===== config.mk =====
export PLATFORM = sky130hd
export DESIGN_NAME = fetch_stage
export DESIGN_NICKNAME = d
export VERILOG_FILES = /design/src/rtl/fetch_stage_pkg.sv /design/src/rtl/fetch_skid_buf.sv /design/src/rtl/fetch_stage.sv
export SDC_FILE = /design/constraint.sdc
export NUM_CORES = 1
export LEC_CHECK = 0
export CORE_MARGIN = 10
export CORE_UTILIZATION = 50
export CTS_CLUSTER_SIZE = 25
export DETAILED_ROUTE_END_ITERATION = 10
export MAX_ROUTING_LAYER = met4
export PLACE_DENSITY = 0.9
export SLEW_MARGIN = 30
export SYNTH_ARGS = -nofsm -noshare
export SYNTH_HDL_FRONTEND = slang
export SYNTH_SLANG_ARGS = --single-unit

===== constraint.sdc =====
create_clock -name clk -period 8.4 [get_ports clk]
set_input_delay 1.26 -clock clk [delete_from_list [all_inputs] [get_ports clk]]
set_output_delay 1.26 -clock clk [all_outputs]
set_load 0.03 [all_outputs]

===== src/rtl/fetch_stage_pkg.sv =====
// Shared definitions for the fetch stage and the decode-stage control unit:
// bubble encoding, base opcode values and the fetch FSM state encoding.
package fetch_stage_pkg;

  // addi x0, x0, 0 -- the canonical bubble
  localparam logic [31:0] NOP_INSTR = 32'h0000_0013;

  // Opcode field values (instr[6:0]) understood by the control unit
  localparam logic [6:0] ALU_R      = 7'h33;
  localparam logic [6:0] ALU_I      = 7'h13;
  localparam logic [6:0] BRANCH_EQ  = 7'h63;
  localparam logic [6:0] JUMP       = 7'h6F;
  localparam logic [6:0] LOAD_WORD  = 7'h03;
  localparam logic [6:0] STORE_WORD = 7'h23;

  // IDLE: nothing outstanding; WAIT: live request; DISCARD: stale request
  typedef enum logic [1:0] {
    IDLE    = 2'd0,
    WAIT    = 2'd1,
    DISCARD = 2'd2
  } fetch_state_t;

endpackage


===== src/rtl/fetch_skid_buf.sv =====
// One-entry {instr, pc} holding buffer that catches the single in-flight
// response arriving while decode is stalled.
module fetch_skid_buf #(
  parameter int DATA_W = 32
) (
  input  logic              clk,
  input  logic              arst_n,
  input  logic              load,
  input  logic              pop,
  input  logic              clear,
  input  logic [DATA_W-1:0] load_instr,
  input  logic [DATA_W-1:0] load_pc,
  output logic              full,
  output logic [DATA_W-1:0] instr,
  output logic [DATA_W-1:0] pc
);

  // Occupancy flag: clear (redirect) beats load, load beats pop
  always_ff @(posedge clk) begin
    if (!arst_n) begin
      full <= 1'b0;
    end else if (clear) begin
      full <= 1'b0;
    end else if (load) begin
      full <= 1'b1;
    end else if (pop) begin
      full <= 1'b0;
    end
  end

  // Payload; only meaningful while full, so it carries no reset
  always_ff @(posedge clk) begin
    if (load && !clear) begin
      instr <= load_instr;
      pc    <= load_pc;
    end
  end

endmodule


===== src/rtl/fetch_stage.sv =====
// Instruction fetch: owns the PC, keeps one read outstanding to instruction
// memory, buffers one response across decode stalls and applies EX redirects.
module fetch_stage #(
  parameter int                DATA_W    = 32,
  parameter logic [DATA_W-1:0] RESET_PC  = '0,
  parameter logic [DATA_W-1:0] NOP_INSTR = DATA_W'(fetch_stage_pkg::NOP_INSTR)
) (
  input  logic              clk,
  input  logic              arst_n,
  output logic              imem_req,
  output logic [DATA_W-1:0] imem_addr,
  input  logic              imem_rvalid,
  input  logic [DATA_W-1:0] imem_rdata,
  input  logic              id_stall,
  input  logic              redirect_valid,
  input  logic [DATA_W-1:0] redirect_pc,
  output logic              if_id_valid,
  output logic [DATA_W-1:0] if_id_instr,
  output logic [DATA_W-1:0] if_id_pc,
  output logic [6:0]        opcode
);
  import fetch_stage_pkg::*;

  localparam logic [DATA_W-1:0] PC_STEP = DATA_W'(4);

  function automatic logic [DATA_W-1:0] word_align(input logic [DATA_W-1:0] a);
    return {a[DATA_W-1:2], 2'b00};
  endfunction

  fetch_state_t      state, state_d;
  logic [DATA_W-1:0] pc_q;
  logic [DATA_W-1:0] req_pc;
  logic              resp;
  logic              issue;
  logic              skid_full, skid_load, skid_pop, skid_clear;
  logic [DATA_W-1:0] skid_instr, skid_pc;

  // A live response; responses seen in DISCARD are never used
  assign resp  = (state == WAIT) && imem_rvalid;
  // New request only when the memory slot frees up and there is room to land it
  assign issue = arst_n && !redirect_valid && !skid_full &&
                 ((state == IDLE) || (resp && !id_stall));

  assign imem_req  = issue;
  assign imem_addr = pc_q;
  assign opcode    = if_id_instr[6:0];

  assign skid_clear = redirect_valid;
  assign skid_load  = !redirect_valid && id_stall && resp;
  assign skid_pop   = !redirect_valid && !id_stall && skid_full;

  fetch_skid_buf #(.DATA_W(DATA_W)) u_skid (
    .clk        (clk),
    .arst_n     (arst_n),
    .load       (skid_load),
    .pop        (skid_pop),
    .clear      (skid_clear),
    .load_instr (imem_rdata),
    .load_pc    (req_pc),
    .full       (skid_full),
    .instr      (skid_instr),
    .pc         (skid_pc)
  );

  // Next-state: redirect turns a live request stale unless its data is arriving now
  always_comb begin
    state_d = state;
    if (redirect_valid) begin
      if (state != IDLE) begin
        state_d = imem_rvalid ? IDLE : DISCARD;
      end
    end else if (issue) begin
      state_d = WAIT;
    end else if ((state != IDLE) && imem_rvalid) begin
      state_d = IDLE;
    end
  end

  // FSM state register
  always_ff @(posedge clk) begin
    if (!arst_n) begin
      state <= IDLE;
    end else begin
      state <= state_d;
    end
  end

  // Program counter: redirect target (word aligned) or sequential advance on issue
  always_ff @(posedge clk) begin
    if (!arst_n) begin
      pc_q <= RESET_PC;
    end else if (redirect_valid) begin
      pc_q <= word_align(redirect_pc);
    end else if (issue) begin
      pc_q <= pc_q + PC_STEP;
    end
  end

  // Address of the outstanding request, paired with its returning data
  always_ff @(posedge clk) begin
    if (issue) begin
      req_pc <= pc_q;
    end
  end

  // IF/ID register: flush on redirect, hold on stall, else skid > memory > bubble
  always_ff @(posedge clk) begin
    if (!arst_n) begin
      if_id_valid <= 1'b0;
      if_id_instr <= NOP_INSTR;
      if_id_pc    <= '0;
    end else if (redirect_valid) begin
      if_id_valid <= 1'b0;
      if_id_instr <= NOP_INSTR;
    end else if (!id_stall) begin
      if (skid_full) begin
        if_id_valid <= 1'b1;
        if_id_instr <= skid_instr;
        if_id_pc    <= skid_pc;
      end else if (resp) begin
        if_id_valid <= 1'b1;
        if_id_instr <= imem_rdata;
        if_id_pc    <= req_pc;
      end else begin
        if_id_valid <= 1'b0;
        if_id_instr <= NOP_INSTR;
      end
    end
  end

endmodule

==> metrics.md, run 1 <==
| Metric | Value |
|---|---|
| DRC viols | 0 |
| Flop and latch count out of synthesis | approximately 190 |
| Grt total ovfl | 0 |
| FFs w/ async S/R, synth | 0% |
| GP Congestion | 0.822 |
| Post-layout min period | 5.21 ns |
| Initial core utilization | 50.8% |
| Crit path required time | ~7.1 ns |
| H-Tree Depth | 4 |
| Gate power share | a little under a tenth |
| Buf/Inv on CP | 3 |
| Hpwl dp | around 13 mm |
| Final std cells w/o fill | roughly 970 |
| Max clock buf depth | 2 |
| Top cell types by occurrence after synthesis | dfxtp_1 (96), edfxtp_1 (92), nor2_1 (49) |
| Worst reg2reg path startpoint | state[1] |
| Finished Core Util | between 60% and 70% |
| GRT Total Usage | 19.9% |
| # Post-CTS Setup Buffers | 0 |
| Depth of the worst register-to-register path | 7 |
| CTS Sinks | 188 |
| DIE WIDTH | ~140 um |
| Final setup violation count | 0 |
| Post-synth EDFFs | 92 |
| Startpoint Class | input pin |
| Worst Path Max Fanout | 17 |
| Pleak | 0.00316 uW |
| Worst-Margin Slew | roughly 0.95 ns |
| Switch share | a little under a quarter |
| Vias/cell | 5.82 |
| I/O pins | roughly 170 |
| Register area share after synthesis | between 60 and 70% |
| Die Span Y | 141 um |
| Row count | 44 |
| Largest net degree at the start of global routing | 71 |
| RSZ-0062 raised after global routing | no |
| Core ar. | approximately 14000 um2 |
| WS Path Type | in2out |
| CP delay by family, top | buffers and inverters |
| Max incr delay on CP | roughly 0.85 ns |
| Synth top area share | around 38% |
| Critical path origin | arst_n |
| Most frequent cell after synthesis | dfxtp_1 |
| Layout cells sized above 1 | approximately 7% |
| Fillers | approximately 1.0k |
| Layout Nets | 845 |
| R2R Setup Slk | 5.64 ns |
| Reg clk slew, reported paths | around 0.07 ns |
| Hold_buf cts | 0 |
| Area added between synthesis and finish | 31.9% |
| Total power | 2000 uW |
| Critical Path Most Common Cell | clkdlybuf4s50_1 |
| Hold Crit Class | reg2reg |
| Fmax achieved | roughly 190 MHz |
| Ys flop type | dfxtp_1 |
| # port buffers | 167 |
| Fin Setup TNS | 0 ns |
| Max-cap violations | 0 |
| Detail Route Antenna Nets | 0 |
| Crit-path cells | clkdlybuf4s50_1 > or4b_4 > a21o_1 > inv_1 > clkdlybuf4s50_1 |
| WL per Instance | 20.3 um |
| Synth top area cells | edfxtp_1 (38%), dfxtp_1 (26%), mux2i_1 (4.1%) |
| CP endpoint kind | output port |
| Worst R2R End | imem_addr[2] |
| Post-route cell area | slightly below 10000 um2 |
| Area after DPL | around 9000 um2 |
| Cts bufs inserted | 17 |
| Status | complete, no violations |
| Sw Pwr | around 470 uW |
| Post-synthesis cell type count | 47 |
| Final Hold Violating Endpoints | 0 |
| Clk root buf | clkbuf_16 |
| First-pass GRT wire length | 30.8 mm |
| DIE AREA | around 20000 um2 |
| Final period utilization | between 60% and 70% |
| Total wire length | slightly below 20 mm |
| Min-Delay Endpoint | u_skid.pc[10] |
| Flop pwr share | around half |
| Hold path startpoint | req_pc[10] |
| Worst Skew | 0.00924 ns |
| Worst EP arrival | a little under 4 ns |
| Leading area contributor after synthesis | edfxtp_1 |
| Cells after Synth | around 630 |
| PostCTS Resize Cnt | 0 |
| Power Density | ~200 nW/um2 |
| Clk pwr share | between 30% and 40% |
| Syn. warnings | 0 |
| Vias in the first global route | 5581 |
| CTS tree | yes |
| CP max-delay cell | clkdlybuf4s50_1 |
| Worst vdd rail ir drop | around 0.14 mV |
| Vias after detailed routing | between 5k and 6k |
| Skew-Pair Late Insertion Delay | around 0.43 ns |
| P_int | roughly 1500 uW |
| Max Transition Viols Final | 0 |
| Slew margin rel. | 36.9% |
| Drt first pass iters | 6 |
| Initial DRC count | about 400 |
| Min-Delay Path Depth | 0 |
| Antenna violations before repair | 2 |
| Placed Cells | 940 |
| Cell area after synthesis | 7360 um2 |
| Mapped Avg Cell Area | ~12 um2 |
==> cell type report <==
| type | count | area [um2] | area share (%) |
|---|---|---|---|
| sequential | 188 | 4690 | 48.3 |
| clock inverter | 12 | 136 | 1.40 |
| tap | 184 | 230 | 2.37 |
| inverter | 11 | 41.3 | 0.425 |
| timing repair buffer | 176 | 1730 | 17.9 |
| clock buffer | 20 | 447 | 4.60 |
| antenna | 2 | 5.00 | 0.0516 |
| multi-input combinational | 381 | 2430 | 25.0 |
==> power groups by stage <==
stage	clock [uW]	sequential, uW	combinational (uW)
2_1_floorplan	0	1060	69.2
3_3_place_gp	0	1030	184
3_5_place_dp	0	1030	188
4_1_cts	802	1010	189
5_1_grt	834	1020	201
6_report	792	1020	188
==> metal layers <==
layer / up-vias / wire length, um / GRT usage, %
li1: 2658 / - / -
met1: 2736 / 7620 / 22.9
met2: 228 / 10100 / 32.3
met3: 47 / 1310 / 5.27
met4: 0 / 649 / 8.75
met5: - / 0 / -
==> state kept, by name, indices dropped and copies added (netlist names) <==
register and cells:
if_id_instr 32, u_skid.instr 32, if_id_pc 30, imem_addr 30, req_pc 30, u_skid.pc 30
state 2, if_id_valid 1, u_skid.full 1
==> cells in the final DEF, fill, tap and decap left out, types with 4 or more instances in the layout <==
cell type and instances:
clkdlybuf4s50_1 166, dfxtp_1 95, edfxtp_1 92, nor2_1 48, nor3_1 36, nand2_1 30
a221oi_1 30, mux2i_1 30, a211oi_1 30, nor2b_1 29, a21oi_1 27, nand3_1 18
clkbuf_16 17, o21ai_0 16, nand4_1 13, xor2_1 10, inv_1 9, buf_4 9
a31oi_1 5, mux2_2 5, o22ai_1 5, and3_1 4, and2_1 4, conb_1 4
==> through the flow <==
step,hold slack (ns),worst slack (ns)
floorplan,0.426,1.31
CTS,0.452,3.18
detailed placement,0.435,3.20
global placement,0.431,3.28
finish,0.454,3.19
global route,0.462,3.07
==> logic make-up (layout without fill, tap and decap cells) <==
logic type / count (synthesis) / count (layout) / share of synthesized area [%]
simple gates: 199 / 199 / 13.5
flops: 188 / 188 / 63.6
compound gates: 132 / 132 / 12.7
buf+inv: 63 / 219 / 3.87
mux: 35 / 35 / 4.84
xor+xnor: 10 / 10 / 1.19
fa+ha+maj: 1 / 1 / 0.170
other cells: 1 / 6 / 0.0509
==> worst max path at each step <==
stage | end | slack (ns) | cells after the start
finish | imem_req | 3.19 | 5
global route | imem_req | 3.07 | 5
CTS | imem_req | 3.18 | 5
global placement | imem_req | 3.28 | 5
floorplan | u_skid.instr[0] | 1.31 | 4
detailed placement | imem_req | 3.20 | 5
Note: power is estimated with default switching activity, not from simulation.
==> inputs of run 2 (changes only) <==
--- a/config.mk
+++ b/config.mk
@@ -6,11 +6,11 @@
 export NUM_CORES = 1
 export LEC_CHECK = 0
 export CORE_MARGIN = 10
-export CORE_UTILIZATION = 50
+export CORE_UTILIZATION = 45
 export CTS_CLUSTER_SIZE = 25
 export DETAILED_ROUTE_END_ITERATION = 10
 export MAX_ROUTING_LAYER = met4
-export PLACE_DENSITY = 0.9
+export PLACE_DENSITY = 0.86
 export SLEW_MARGIN = 30
 export SYNTH_ARGS = -nofsm -noshare
 export SYNTH_HDL_FRONTEND = slang
==> constraint.sdc (replaced) <==
create_clock -name clk -period 4.4 [get_ports clk]
set_input_delay 0.66 -clock clk [delete_from_list [all_inputs] [get_ports clk]]
set_output_delay 0.66 -clock clk [all_outputs]
set_load 0.03 [all_outputs]
==> run 2 against run 1 <==
Sequential share of layout area decreased by 0.20 points. First-iteration DRC count rose by 17%. Flip-flop and latch count unchanged. Final cell count increased by 3.7%. Worst hold slack is essentially flat. Critical path depth unchanged. Critical endpoint unchanged. Core utilization is 5.9 points lower. Global-route usage down 1.5 points. Count of clock-buffer cells in the layout unchanged. Total power up 88%.
==> metrics.md, run 2 (synthesis gave the netlist of run 1 again) <==
| Metric | Value |
|---|---|
| Status | complete, no violations |
| Multi-input gate area | between 2000 and 2500 um2 |
| Area added between synthesis and finish | 32.4% |
| Core ar. | approximately 16000 um2 |
| Skew-Pair Late Insertion Delay | about 0.43 ns |
| Detail Route Antenna Nets | 0 |
| Worst vdd rail ir drop | 0.376 mV |
| Vias after detailed routing | 5575 |
| PostCTS Resize Cnt | 0 |
| Worst Skew | 0.0125 ns |
| Pleak | 0.00317 uW |
| Worst-Margin Slew | between 0.9 and 1 ns |
| H-Tree Depth | 4 |
| Worst EP arrival | roughly 2.4 ns |
| Final period utilization | approximately 70% |
| Slew margin rel. | between 30% and 40% |
| Startpoint Class | input pin |
| RSZ-0062 raised after global routing | no |
| Hold_buf cts | 0 |
| Max Transition Viols Final | 0 |
| Commonest cells after routing, fill and taps aside | clkdlybuf4s50_1 (165), dfxtp_1 (95), edfxtp_1 (92), nor2_1 (48), nor3_1 (36) |
| DRC viols | 0 |
| CP delay by family, top | buffers and inverters |
| Antenna violations before repair | 3 |
| Fin Setup TNS | 0 ns |
| Area after DPL | between 9000 and 10000 um2 |
| # port buffers | 167 |
| CTS tree | yes |
| Largest net degree at the start of global routing | 70 |
| Grt total ovfl | 0 |
| Power Density | 384 nW/um2 |
| First-pass GRT wire length | between 30 and 40 mm |
| Final WS setup | between 1 and 1.5 ns |
| Worst Path Max Fanout | 17 |
| Fmax achieved | 331 MHz |
| Reg clk slew, reported paths | 0.07 ns |
| Initial DRC count | between 400 and 500 |
| Layout Nets | 848 |
| Depth of the worst register-to-register path | 7 |
| DIE AREA | ~22000 um2 |
| Max-cap violations | 0 |
| GRT Total Usage | 18.4% |
| # Post-CTS Setup Buffers | 0 |
| Max clock buf depth | 2 |
| Hold path startpoint | req_pc[4] |
| DIE WIDTH | approximately 150 um |
| Final setup violation count | 0 |
| Sequential cell area | 4690 um2 |
| Fillers | approximately 1.3k |
| R2R Setup Slk | about 1.7 ns |
| Final Hold Violating Endpoints | 0 |
| Biggest regs | if_id_instr: 32 flops, u_skid.instr: 32 flops |
| Post-route cell area | 9750 um2 |
| Drt first pass iters | 5 |
| Crit-path cells | clkdlybuf4s50_1 > or4b_4 > a21o_1 > inv_1 > buf_4 |
| Min-Delay Path Depth | 0 |
| Most common cell after layout, fill and taps aside | clkdlybuf4s50_1 |
| Placement Setup Slack | slightly below 1 ns |
| Min-Delay Endpoint | u_skid.pc[4] |
| Max incr delay on CP | approximately 0.5 ns |
| Worst R2R End | imem_addr[17] |
| CP endpoint kind | output port |
| Clk root buf | clkbuf_16 |
| GP Congestion | 0.829 |
| Vias in the first global route | around 5.6k |
| Hold Crit Class | reg2reg |
| CP max-delay cell | clkdlybuf4s50_1 |
| Crit path required time | between 3 and 4 ns |
| Initial core utilization | 46.2% |
| CTS Sinks | ~190 |
| WS Path Type | in2out |
| Die Span Y | roughly 150 um |
| Vias/cell | about 5.5 |
| Post-layout min period | between 3 and 4 ns |
| Row count | 46 |
| I/O pins | ~170 |
| Total wire length | between 15 and 20 mm |
| Layout cells sized above 1 | 7.59% |
| Cts bufs inserted | 17 |
| Worst reg2reg path startpoint | state[1] |
| Hpwl dp | between 10 and 15 mm |
| Buf/Inv on CP | 3 |
| WL per Instance | 19.7 um |
## run 2: cell types whose count changed in the layout (fill, tap and decap cells not counted)
cell             previous run  this run
diode_2                     2         3
clkbuf_1                    2         1
nor3b_4                     0         1
clkdlybuf4s50_1           166       165
bufinv_16                   2         0
clkbuf_8                    1         2
nor3b_2                     1         0
inv_2                       1         0
buf_4                       9        13
inv_6                       3         6
## run 2: worst max-delay path by stage
stage / from / to / slack (ns) / depth (start not counted)
6_report: arst_n / imem_req / 1.38 / 5
5_1_grt: redirect_valid / imem_addr[9] / 1.22 / 8
4_1_cts: arst_n / imem_req / 1.41 / 5
3_5_place_dp: arst_n / imem_addr[17] / 0.98 / 8
3_3_place_gp: arst_n / imem_addr[2] / 1.03 / 8
2_1_floorplan: id_stall / u_skid.instr[0] / 0.12 / 4
## run 2: power breakdown
group / total [uW] / switching [uW] / internal, uW
clock network: 1450 / 678 / 767
registers: 1940 / 49.4 / 1890
logic: 362 / 202 / 160
## run 2: per-stage QoR
| step | instances | total power (uW) | hold WS (ns) | util [%] |
|---|---|---|---|---|
| global placement | 975 | 2330 | 0.431 | 57.5 |
| finish | 1010 | 3740 | 0.454 | 61.2 |
| global route | 1010 | 3860 | 0.471 | 61.2 |
| detailed placement | 975 | 2340 | 0.433 | 57.5 |
| floorplan | 632 | 2160 | 0.426 | - |
| CTS | 1007 | 3760 | 0.452 | 61.0 |
## run 2: routing by layer
layer,vias to the layer above,GRT usage (%),routed length (um)
met5,-,-,0
met1,2642,21.1,8020
met4,0,8.62,741
met2,228,29.5,9860
li1,2659,-,-
met3,46,5.04,1300
## run 2: final cells by class
type,instances,share of cell area [%]
antenna,3,0.0770
clock buffer,20,4.68
clock inverter,12,1.00
inverter,11,0.436
multi-input combinational,381,25.0
sequential,188,48.1
tap,216,2.77
timing repair buffer,179,18.0
